===== src/rtl/text_console_writer_pkg.sv =====
// text_console_writer_pkg: screen geometry, control codes and FSM encoding
// shared by the console writer and its cursor.
package text_console_writer_pkg;
   localparam int COLS     = 80;
   localparam int ROWS     = 60;
   localparam int TEXT_LEN = COLS * ROWS;
   localparam logic [7:0] CC_BS = 8'h08;
   localparam logic [7:0] CC_LF = 8'h0A;
   localparam logic [7:0] CC_FF = 8'h0C;
   localparam logic [7:0] CC_CR = 8'h0D;
   typedef enum logic [1:0] {IDLE = 2'd0, WRITE = 2'd1, CLEAR = 2'd2} state_t;
endpackage


===== src/rtl/text_console_writer_console_cursor.sv =====
// console_cursor: col/row registers with single-priority updates
// (home > newline > carriage_return > backspace > advance) and linear cell offset.
module console_cursor
   import text_console_writer_pkg::*;
(
   input  logic        clk,
   input  logic        reset,
   input  logic        advance,
   input  logic        newline,
   input  logic        carriage_return,
   input  logic        backspace,
   input  logic        home,
   output logic [6:0]  col,
   output logic [5:0]  row,
   output logic [12:0] offset
);
   localparam logic [6:0] COL_MAX = 7'(COLS - 1);
   localparam logic [5:0] ROW_MAX = 6'(ROWS - 1);
   logic [6:0] col_q, col_d;
   logic [5:0] row_q, row_d;
   always_comb begin
      col_d = col_q;
      row_d = row_q;
      if (home) begin
         col_d = '0;
         row_d = '0;
      end else if (newline) begin
         col_d = '0;
         row_d = (row_q == ROW_MAX) ? '0 : row_q + 6'd1;
      end else if (carriage_return) begin
         col_d = '0;
      end else if (backspace) begin
         if (col_q != '0) begin
            col_d = col_q - 7'd1;
         end else if (row_q != '0) begin
            col_d = COL_MAX;
            row_d = row_q - 6'd1;
         end
      end else if (advance) begin
         col_d = (col_q == COL_MAX) ? '0 : col_q + 7'd1;
         if (col_q == COL_MAX) row_d = (row_q == ROW_MAX) ? '0 : row_q + 6'd1;
      end
   end
   always_ff @(posedge clk or posedge reset) begin
      if (reset) begin
         col_q <= '0;
         row_q <= '0;
      end else begin
         col_q <= col_d;
         row_q <= row_d;
      end
   end
   assign col    = col_q;
   assign row    = row_q;
   assign offset = 13'(row_q) * 13'(COLS) + 13'(col_q);
endmodule


===== src/rtl/text_console_writer.sv =====
// text_console_writer: turns a {colour, ASCII} character stream into single-cycle
// text-page writes, handling CR/LF/BS locally and FF as a full-screen clear.
module text_console_writer
   import text_console_writer_pkg::*;
#(
   parameter logic [31:0] BASE     = 32'd32768,
   parameter logic [7:0]  CLR_CHAR = 8'h20
) (
   input  logic        clk,
   input  logic        reset,
   input  logic        char_valid,
   output logic        char_ready,
   input  logic [7:0]  char_in,
   input  logic [7:0]  colour_in,
   output logic        bus_req,
   input  logic        bus_gnt,
   output logic [31:0] address,
   output logic [15:0] data_out,
   output logic        writeEn,
   output logic        busy,
   output logic [6:0]  cursor_col,
   output logic [5:0]  cursor_row
);
   localparam logic [12:0] LAST_IDX = 13'(TEXT_LEN - 1);
   state_t      state_q, state_d;
   logic [12:0] clear_idx_q, clear_idx_d;
   logic [31:0] address_q, address_d;
   logic [15:0] data_q, data_d;
   logic [12:0] offset;
   logic        transfer, is_ctrl, printable, form_feed, clear_last;
   assign transfer   = char_valid & char_ready;
   assign is_ctrl    = (char_in == CC_BS) | (char_in == CC_LF) | (char_in == CC_FF) | (char_in == CC_CR);
   assign printable  = transfer & ~is_ctrl;
   assign form_feed  = transfer & (char_in == CC_FF);
   assign clear_last = (state_q == CLEAR) & writeEn & (clear_idx_q == LAST_IDX);
   console_cursor u_cursor (
      .clk             (clk),
      .reset           (reset),
      .advance         ((state_q == WRITE) & writeEn),
      .newline         (transfer & (char_in == CC_LF)),
      .carriage_return (transfer & (char_in == CC_CR)),
      .backspace       (transfer & (char_in == CC_BS)),
      .home            (clear_last),
      .col             (cursor_col),
      .row             (cursor_row),
      .offset          (offset)
   );
   always_ff @(posedge clk or posedge reset) begin
      if (reset) begin
         state_q     <= IDLE;
         clear_idx_q <= '0;
         address_q   <= '0;
         data_q      <= '0;
      end else begin
         state_q     <= state_d;
         clear_idx_q <= clear_idx_d;
         address_q   <= address_d;
         data_q      <= data_d;
      end
   end
   always_comb begin
      state_d = state_q;
      case (state_q)
         IDLE:    state_d = form_feed ? CLEAR : printable ? WRITE : IDLE;
         WRITE:   state_d = writeEn ? IDLE : WRITE;
         CLEAR:   state_d = clear_last ? IDLE : CLEAR;
         default: state_d = IDLE;
      endcase
   end
   // The clear colour lives in data_q's upper byte for the whole clear.
   always_comb begin
      clear_idx_d = clear_idx_q;
      address_d   = address_q;
      data_d      = data_q;
      if (form_feed) begin
         clear_idx_d = '0;
         address_d   = BASE;
         data_d      = {colour_in, CLR_CHAR};
      end else if (printable) begin
         address_d = BASE + {19'd0, offset};
         data_d    = {colour_in, char_in};
      end else if ((state_q == CLEAR) & writeEn) begin
         clear_idx_d = clear_last ? '0 : clear_idx_q + 13'd1;
         address_d   = BASE + {19'd0, clear_idx_d};
      end
   end
   always_comb begin
      char_ready = (state_q == IDLE);
      bus_req    = (state_q == WRITE) | (state_q == CLEAR);
      busy       = bus_req;
      writeEn    = bus_req & bus_gnt;
      address    = address_q;
      data_out   = data_q;
   end
endmodule


===== config.mk =====
export PLATFORM = sky130hd
export DESIGN_NAME = text_console_writer
export DESIGN_NICKNAME = d
export VERILOG_FILES = /design/src/rtl/text_console_writer_pkg.sv /design/src/rtl/text_console_writer_console_cursor.sv /design/src/rtl/text_console_writer.sv
export SDC_FILE = /design/constraint.sdc
export NUM_CORES = 1
export LEC_CHECK = 0
export ABC_AREA = 1
export BUFFER_PORTS_ARGS = -buffer_cell sky130_fd_sc_hd__buf_4
export CAP_MARGIN = 10
export CORE_UTILIZATION = 40
export CTS_BUF_LIST = sky130_fd_sc_hd__clkbuf_8
export CTS_CLUSTER_DIAMETER = 200
export DETAILED_ROUTE_END_ITERATION = 12
export PLACE_DENSITY = 0.57
export SYNTH_ARGS = -nofsm -noshare
export SYNTH_HDL_FRONTEND = slang
export SYNTH_SLANG_ARGS = --single-unit

===== constraint.sdc =====
create_clock -name clk -period 5.9 [get_ports clk]
set_input_delay 1.18 -clock clk [delete_from_list [all_inputs] [get_ports clk]]
set_output_delay 1.18 -clock clk [all_outputs]
set_load 0.02 [all_outputs]

==> results of run 1 <==
-- path summary, 6_finish.rpt --
path	end
worst max-delay path	writeEn
worst min-delay path	data_out[0]$_DFFE_PP0P_
worst max register to register	address[11]$_DFFE_PP0P_
worst min register to register	data_out[0]$_DFFE_PP0P_
max in group asynchronous	data_out[0]$_DFFE_PP0P_
min in group asynchronous	data_out[8]$_DFFE_PP0P_
-- kinds of logic (layout without fill, tap and decap cells) --
family | after synthesis | after routing | share of synthesized area
fa+ha+maj | 23 | 23 | 0.07389
compound gates | 54 | 54 | 0.07787
flops | 58 | 58 | 0.3542
buf+inv | 86 | 142 | 0.1011
other cells | 1 | 18 | 0.0009152
simple gates | 327 | 327 | 0.3515
xor+xnor | 19 | 19 | 0.04061
-- layout make-up --
class,instances,share of cell area
multi-input combinational,441,0.4704
timing repair buffer,67,0.1031
clock inverter,7,0.02384
tap,133,0.03409
sequential,58,0.2974
clock buffer,9,0.02538
inverter,59,0.04589
-- registers in the layout (all words and copies together), names as in the netlist --
name          count
data_out         16
state_q           2
clear_idx_q      13
u_cursor.col      7
u_cursor.row      6
address          14
-- worst max-delay path: stages --
cell and delay [ns]:
buf_4 0.11, nand2_1 0.09, inv_1 0.07, buf_4 0.15
-- power groups by stage --
stage	sequential [mW]	clock [mW]	combinational [mW]
after floorplan	0.737	0	0.394
after global placement	0.625	0	0.795
after detailed placement	0.629	0	0.800
after CTS	0.621	0.462	0.802
after global routing	0.636	0.478	0.881
final	0.619	0.457	0.793
-- routing by layer --
metal | share of wire | up-vias | GRT usage
met5 | 0 | - | 0
met4 | 0.0079 | 0 | 0.06284
met3 | 0.040 | 9 | 0.03495
met2 | 0.48 | 97 | 0.3697
met1 | 0.47 | 1793 | 0.2867
li1 | - | 1934 | -
-- cell usage after synthesis (all sizes together) --
cell type and count:
a21oi 9, buf 26, clkbuf 1, conb 1, dfrtp 58, fa 2, ha 21, inv 59
nand2 199, nand3 59, nand3b 1, nand4 12, nor2 49, nor3 6, o211ai 6, o21ai 32
o21bai 4, o22a 1, o22ai 1, o31ai 1, or2 1, xnor2 3, xor2 16
-- stage by stage --
stage	setup WS, ns	power, mW	util	hold WS [ns]
2_1_floorplan	3.292	1.131	-	0.4757
3_3_place_gp	2.835	1.421	0.4704	0.4602
3_5_place_dp	2.835	1.429	0.4704	0.4596
4_1_cts	3.110	1.886	0.4948	0.4769
5_1_grt	2.979	1.995	0.4948	0.5033
6_report	3.116	1.870	0.4948	0.4746
==> results.cfg, run 1 <==
[global_routing]
grt_util_all_layers = 0.2177
antenna_found_initial = 0
grt.overflow.total = 0
grt_pass1_wl_mm = 17.66
grt_pass1_vias = 3685
grt_max_degree = 59

[placement]
portBuffers = 66
dp.cells = 758
place_area_sq_mm = 0.004641
dp_hpwl_mm = 8.265
routabilityCongestion = 0.8851

[critical_path]
reg2reg_slack_ns = 3.49
rr_startpoint = u_cursor.row[3]$_DFFE_PP0P_
crit_required_ns = 4.72
cp-startpoint = bus_gnt
crit_arrival_ns = 1.60
startpoint_type = input pin
r2r.worst_path.cells = 12
path_max_fanout = 3
endpoint_kind = output pin
critPathKind = in -> out

[sta]
skew_ns = 0.006034
final-hold-violation-count = 0
max-slew-margin-rel = 0.4961
setup_tns_ns = 0
max_freq_mhz = 359.2
fin_crit_ns = 2.784
setup_viol = 0
worstMarginPinSlew_ns = 0.7558
rsz0062_at_grt = false
finalCritPeriodShare = 0.4718
slew_violations = 0

[cells_and_area]
design_area_sq_mm = 0.004881
diodes = 0
final_common_cell = nand2_1
final-instance-count-excl-fill = 774
area_growth_pct = 19.11
nets = 679
drive_gt1_frac = 0.1732
layout_common_cells = nand2_1 (191), buf_4 (67), dfrtp_1 (58)
fill_cells = 991
multi_input_area_sq_mm = 0.002296
register_area_sq_mm = 0.001451

[power]
clockPowerShare = 0.245
power_frac_seq = 0.331
power.switching_mw = 0.7678
combPwrFrac = 0.424
p_leak_nw = 2.646
swShare = 0.4107
p_int_mw = 1.102
power.density_mw_per_mm2 = 383.0
ir_drop_mv = 0.2092

[clock_network]
root_buffer = clkbuf_8
clk_path_buf_depth = 2
cts_setup_buffers = 0
cts_tree = built
post_cts_resized = 0
cts_sinks = 58
ctsHoldBuffers = 0
htreeDepth = 3
path_clk_slew_ns = 0.07
cts_inserted_buffers = 9
clk-insertion-delay-late_ns = 0.34

[logic_synthesis]
synth_top_area_frac = 0.3542
yosys_warnings = 0
synth_seq_cells = 58
synth_cell_types = 37
syn_area_per_cell_sq_um = 7.214
synth.largest_area_cell = dfrtp_1
synth_area_leaders = dfrtp_1 (35%), nand2_1 (17%), nand3_1 (7.0%), ha_1 (6.4%), inv_1 (4.9%)
syn_area_sq_mm = 0.004098
yosysSeqAreaShare = 0.3542
netlist_instances = 568

[route]
routed_wl_mm = 10.74
drt-initial-drc-count = 156
ant_nets = 0
drcViolationCount = 0
drt_first_pass_iters = 5
vias = 3833
wl_per_cell_microns = 13.88
vias_per_cell = 4.952

[floorplan]
dieHeight_microns = 103.2
rows = 36
die_area_sq_mm = 0.01065
design.core.area_sq_mm = 0.009864
die_width_microns = 103.2
pin_count = 85
start_util = 0.4154

[worst_hold_path]
hold_class = reg -> reg
min_from = data_out[0]$_DFFE_PP0P_
hold_depth = 2

[run_status]
run_status = finished clean

[flow_run]
maxCapViolCount = 0
No activity file was read; power rests on OpenSTA's default activity.
==> run 2, diff against run 1 <==
Settings changed: PLACE_DENSITY 0.57 to 0.6.
Clock period 5.9 ns to 2.4 ns, I/O delays scaled along.
==> run 2 against run 1 <==
Compared with the run above:
- first-iteration DRC count up 21%
- clock skew up 0.0044 ns
- combinational power increased to 2.5 times the previous value
- total power up 140%
- non-clock buffer count increased by 14
- sequential cell count did not move
- sequential share of layout area down 0.63 points
- design area increased by 2.2%
- critical path depth is 8 higher
- utilization rose by 1.1 points
- register-to-register slack got worse by 3.3 ns
==> results.cfg, run 2 (same netlist as run 1, synthesis figures left out) <==
[cells_and_area]
area_growth_pct = 21.68
nets = 693
fill_cells = 984
diodes = 0
layout_common_cells = nand2_1 (191), buf_4 (80), dfrtp_1 (58)
drive_gt1_frac = 0.1908
final_common_cell = nand2_1
final_util = 0.5055
largest_reg_flops = 16
design_area_sq_mm = 0.004986

[floorplan]
start_util = 0.4154
pin_count = 85
die_area_sq_mm = 0.01065
design.core.area_sq_mm = 0.009864
dieHeight_microns = 103.2
die_width_microns = 103.2
rows = 36

[sta]
max-slew-margin-rel = 0.6626
fin_ws_ns = 0.2024
slew_violations = 0
worstMarginPinSlew_ns = 0.5053
finalCritPeriodShare = 0.9157
setup_tns_ns = 0
max_freq_mhz = 455.0
final-hold-violation-count = 0
holdWs_ns = 0.1617
setup_viol = 0
rsz0062_at_grt = false
skew_ns = 0.01047
fin_crit_ns = 2.198

[route]
drt_first_pass_iters = 5
ant_nets = 0
drt-initial-drc-count = 188
vias_per_cell = 4.882
vias = 3847
wl_per_cell_microns = 13.13
routed_wl_mm = 10.35
drcViolationCount = 0

[placement]
dp_hpwl_mm = 8.105
place_area_sq_mm = 0.004758
portBuffers = 66
routabilityCongestion = 0.9342
pre_cts_slack_ns = 0.1994

[critical_path]
endpoint = address[11]$_DFFE_PP0P_
r2r_end = address[11]$_DFFE_PP0P_
worstPathCellList = ha_1 -> ha_1 -> fa_1 -> inv_1 -> nor2_1 -> nand3_1 -> inv_1 -> nand2_1 -> nand2_1 -> nand3_1 -> nand2_1 -> nand2_1
cp.depth = 12
endpoint_kind = flip-flop
cp-startpoint = u_cursor.row[1]$_DFFE_PP0P_
crit_slowest_cell = fa_1
crit_family = adder cells
startpoint_type = flip-flop
reg2reg_slack_ns = 0.20
crit_arrival_ns = 2.44
rr_startpoint = u_cursor.row[1]$_DFFE_PP0P_
critPathKind = reg -> reg
crit_buf_inv = 2
r2r.worst_path.cells = 12
path_max_fanout = 2
cpMostUsedCell = nand2_1
crit_required_ns = 2.64
max_stage_delay_ns = 0.53

[clock_network]
clk_path_buf_depth = 2
htreeDepth = 3
path_clk_slew_ns = 0.07
cts_setup_buffers = 0
ctsHoldBuffers = 0
cts_inserted_buffers = 9
cts_sinks = 58
post_cts_resized = 0
cts_tree = built
root_buffer = clkbuf_8
clk-insertion-delay-late_ns = 0.35

[worst_hold_path]
hold_class = in -> async

[run_status]
run_status = finished clean

[power]
p_leak_nw = 2.715
ir_drop_mv = 0.5825
power.density_mw_per_mm2 = 911.8

[global_routing]
grt_pass1_vias = 3664
antenna_found_initial = 0
grt_max_degree = 38
grt.overflow.total = 0
grt_pass1_wl_mm = 17.55
grt_util_all_layers = 0.2163

[flow_run]
maxCapViolCount = 0
run 2: how the worst min path moves through the flow:
stage	depth (start not counted)	end	slack (ns)	start
2_1_floorplan	2	clear_idx_q[1]$_DFFE_PP0P_	0.48	clear_idx_q[1]$_DFFE_PP0P_
3_3_place_gp	2	data_out[8]$_DFFE_PP0P_	0.45	data_out[8]$_DFFE_PP0P_
3_5_place_dp	2	data_out[8]$_DFFE_PP0P_	0.46	data_out[8]$_DFFE_PP0P_
4_1_cts	2	data_out[8]$_DFFE_PP0P_	0.18	reset
5_1_grt	2	data_out[10]$_DFFE_PP0P_	0.21	reset
6_report	2	data_out[8]$_DFFE_PP0P_	0.16	reset
run 2: metrics by stage:
step	power, mW	std cells
floorplan	2.779	585
global placement	3.516	772
detailed placement	3.542	772
CTS	4.592	788
global route	4.870	788
finish	4.546	788
run 2: where the power goes:
group | leakage [nW] | internal (mW) | switching, mW
Clock | 0.112 | 0.614 | 0.425
Sequential | 0.742 | 1.27 | 0.223
Combinational | 1.86 | 0.781 | 1.23
run 2: worst reg2reg max path: stages, from the launching register on:
cell	delay, ns
dfrtp_1	0.38
ha_1	0.30
ha_1	0.23
fa_1	0.53
inv_1	0.06
nor2_1	0.13
nand3_1	0.11
inv_1	0.09
nand2_1	0.05
nand2_1	0.05
nand3_1	0.07
nand2_1	0.07
nand2_1	0.04
run 2: cell type report:
type,instances,area (sq um),share of cell area
flip-flops and latches,58,1451,0.2911
clock buffers,10,137.6,0.02760
repair buffers,81,620.6,0.1245
clock inverters,6,90.09,0.01807
well taps,133,166.4,0.03338
inverters,59,224.0,0.04492
multi-input cells,441,2296,0.4605
run 2: layer usage:
metal  track usage  wire, microns  vias to the layer above
met5             0              0                        -
met4       0.06934            133                        0
met3       0.04772            493                       12
met2        0.3610           4996                       89
met1        0.2795           4728                     1792
li1              -              -                     1954
==> run 3, diff against run 2 <==
Settings changed: ABC_AREA 1 to unset.
==> run 3 against run 2 <==
Compared with the run above:
- clock power about the same
- register-to-register slack got worse by 0.13 ns
- critical endpoint is now u_cursor.row[0]$_DFFE_PP0P_
- via count decreased by 0.65%
- highest routed layer unchanged
- sequential power decreased by 5%
- first-iteration DRC count decreased by 0.53%
- combinational power decreased by 2%
- final cell count decreased by 14%
- sequential share of layout area decreased by 1.8 points
- die area increased by 0.17%
- routed wire length increased by 9.0%
- worst hold slack improved by 0.00088 ns
==> results.cfg, run 3 <==
[critical_path]
worstPathCellList = inv_1 -> ha_4 -> nand3_1 -> or4bb_1 -> a32o_1 -> or4_1 -> a21oi_2
crit_buf_inv = 1
crit_slowest_cell = or4_1
endpoint_kind = flip-flop
startpoint_type = flip-flop
path_max_fanout = 4
crit_arrival_ns = 2.60
crit_family = simple AND/OR/NAND/NOR gates
crit_required_ns = 2.67
max_stage_delay_ns = 0.52
critPathKind = reg -> reg

[cells_and_area]
largest_reg_flops = 16
area_growth_pct = 29.50
final_common_cell = buf_4
final-instance-count-excl-fill = 679
diodes = 0
nets = 584
final_util = 0.5389
register_area_sq_mm = 0.001454
drive_gt1_frac = 0.3022
multi_input_area_sq_mm = 0.002540
fill_cells = 921
layout_common_cells = buf_4 (111), dfrtp_1 (56), nand2_1 (24)

[placement]
dp_hpwl_mm = 8.578
portBuffers = 66
dp.cells = 662
routabilityCongestion = 0.8494

[logic_synthesis]
synth_area_leaders = dfrtp_1 (35%), ha_1 (6.4%), buf_4 (3.7%), mux2_2 (3.0%), a22o_1 (3.0%)
synth_most_common_cell = dfrtp_1
synthArstFlopShare = 1.000
synth_xor_area_frac = 0.04480
synth_seq_cells = 58
synth_cell_types = 63
synth_top_family_by_area = compound AO/OA/AOI/OAI gates
synthFlopType = dfrtp_1
syn_area_per_cell_sq_um = 9.330
synthMuxAreaShare = 0.04480
netlist_instances = 440
yosys.area_share.simple = 0.2045
synth_compound_gate_area_share = 0.2088
yosys.area_share.adder = 0.07376
synth_common_cells = dfrtp_1 (58), nand2_1 (24), o21ai_0 (23)
synth_top_area_frac = 0.3536
synth_edf_count = 0
synth.largest_area_cell = dfrtp_1
yosys_warnings = 0
syn_area_sq_mm = 0.004105
yosysSeqAreaShare = 0.3536

[route]
ant_nets = 0
wl_per_cell_microns = 16.61
drcViolationCount = 0
drt_first_pass_iters = 4
vias_per_cell = 5.629
drt-initial-drc-count = 187
routed_wl_mm = 11.28
vias = 3822

[global_routing]
grtUsageMet1 = 0.3176
met3_usage = 0.03629
grt_util_all_layers = 0.2293
grt_pass1_vias = 3713
busiest_layer = met2
grt_pass1_wl_mm = 18.55
grt_max_degree = 37
grtUsageMet2 = 0.3631
grt.overflow.total = 0
antenna_found_initial = 0

[clock_network]
path_clk_slew_ns = 0.08
cts_tree = built
cts_sinks = 58
clk-insertion-delay-late_ns = 0.35
cts_inserted_buffers = 9
htreeDepth = 3
root_buffer = clkbuf_8
clk_path_buf_depth = 2

[floorplan]
design.core.area_sq_mm = 0.009864
die_width_microns = 103.3
die_area_sq_mm = 0.01067
rows = 36
pin_count = 85
start_util = 0.4162
dieHeight_microns = 103.3

[sta]
holdWs_ns = 0.1626
rsz0062_at_grt = false
final-hold-violation-count = 0
max-slew-margin-rel = 0.6548
setup_viol = 0
finalCritPeriodShare = 0.9714
skew_ns = 0.01051
max_freq_mhz = 428.9
slew_violations = 0
setup_tns_ns = 0
worstMarginPinSlew_ns = 0.5171
fin_crit_ns = 2.331

[flow_run]
maxCapViolCount = 0

[power]
p_int_mw = 2.726
p_leak_nw = 2.388
power.density_mw_per_mm2 = 834.9
power.total_mw = 4.439
clockPowerShare = 0.237
swShare = 0.3859
power_frac_seq = 0.319
power.switching_mw = 1.713
combPwrFrac = 0.444
ir_drop_mv = 0.5593

[run_status]
run_status = finished clean

[worst_hold_path]
hold_class = in -> async
[run 3: changes by cell type in the layout (fill, tap and decap cells not counted), sizes merged, moves of 11 or more]
cell and change:
a21oi +11, mux2 +11, nor2 -27, inv -43, a22o +14, nand2 -175
nand3 -45, buf +32, a21o +11
[run 3: layout make-up]
cell class / instances / area share
multi-input combinational: 344 / 0.4778
sequential: 58 / 0.2735
clock inverter: 7 / 0.01930
clock buffer: 9 / 0.02330
inverter: 15 / 0.01059
timing repair buffer: 113 / 0.1643
tap: 133 / 0.03130
[run 3: worst paths after layout]
| check | cells past startpoint | to | slack, ns | startpoint |
|---|---|---|---|---|
| min reg2reg | 1 | address[15]$_DFFE_PP0P_ | 0.48 | address[15]$_DFFE_PP0P_ |
| max in group asynchronous | 3 | u_cursor.row[1]$_DFFE_PP0P_ | 1.63 | reset |
| min in group clk | 2 | data_out[13]$_DFFE_PP0P_ | 0.36 | colour_in[5] |
| max | 7 | u_cursor.row[0]$_DFFE_PP0P_ | 0.07 | state_q[1]$_DFF_PP0_ |
| min | 2 | data_out[11]$_DFFE_PP0P_ | 0.16 | reset |
| max reg2reg | 7 | u_cursor.row[0]$_DFFE_PP0P_ | 0.07 | state_q[1]$_DFF_PP0_ |
[run 3: layer usage]
| metal | up-vias | wire, microns |
|---|---|---|
| li1 | 1812 | - |
| met1 | 1871 | 5178 |
| met4 | 0 | 243 |
| met5 | - | 0 |
| met2 | 119 | 5311 |
| met3 | 20 | 546 |
[run 3: worst reg2reg max path, stage by stage, from the launching register on]
cell and delay [ns]:
dfrtp_1 0.37, inv_1 0.09, ha_4 0.29, nand3_1 0.10, or4bb_1 0.50, a32o_1 0.26, or4_1 0.52, a21oi_2 0.13
[run 3: power groups by stage]
stage | Combinational [mW] | Sequential [mW] | Clock (mW)
5_1_grt | 2.13 | 1.45 | 1.11
6_report | 1.97 | 1.42 | 1.05
2_1_floorplan | 0.776 | 1.74 | 0
3_3_place_gp | 1.90 | 1.43 | 0
4_1_cts | 1.95 | 1.42 | 1.07
3_5_place_dp | 1.93 | 1.44 | 0
[run 3: cells by family after synthesis]
kind of cell | Yosys count
AOI/OAI and AO/OA | 120
xor gates and xnor gates | 21
adders and majority gates | 23
buffers and inverters | 55
DFF | 58
muxes | 17
other | 1
and+or+nand+nor | 145
[run 3: stage by stage]
| step | cell area (sq um) | setup slack [ns] |
|---|---|---|
| 3_5_place_dp | 4985 | -0.09955 |
| 6_report | 5316 | 0.06869 |
| 3_3_place_gp | 4985 | -0.08456 |
| 2_1_floorplan | 4179 | 0.009886 |
| 5_1_grt | 5316 | 0.001953 |
| 4_1_cts | 5229 | 0.02206 |
[run 3: what timing repair did]
action,4_1_cts,5_1_grt
endpoints found under the setup margin,3,9
gates cloned,0,0
hold buffers,0,0
pin swaps,1,5
buffers inserted,1,0
resized for setup,3,11
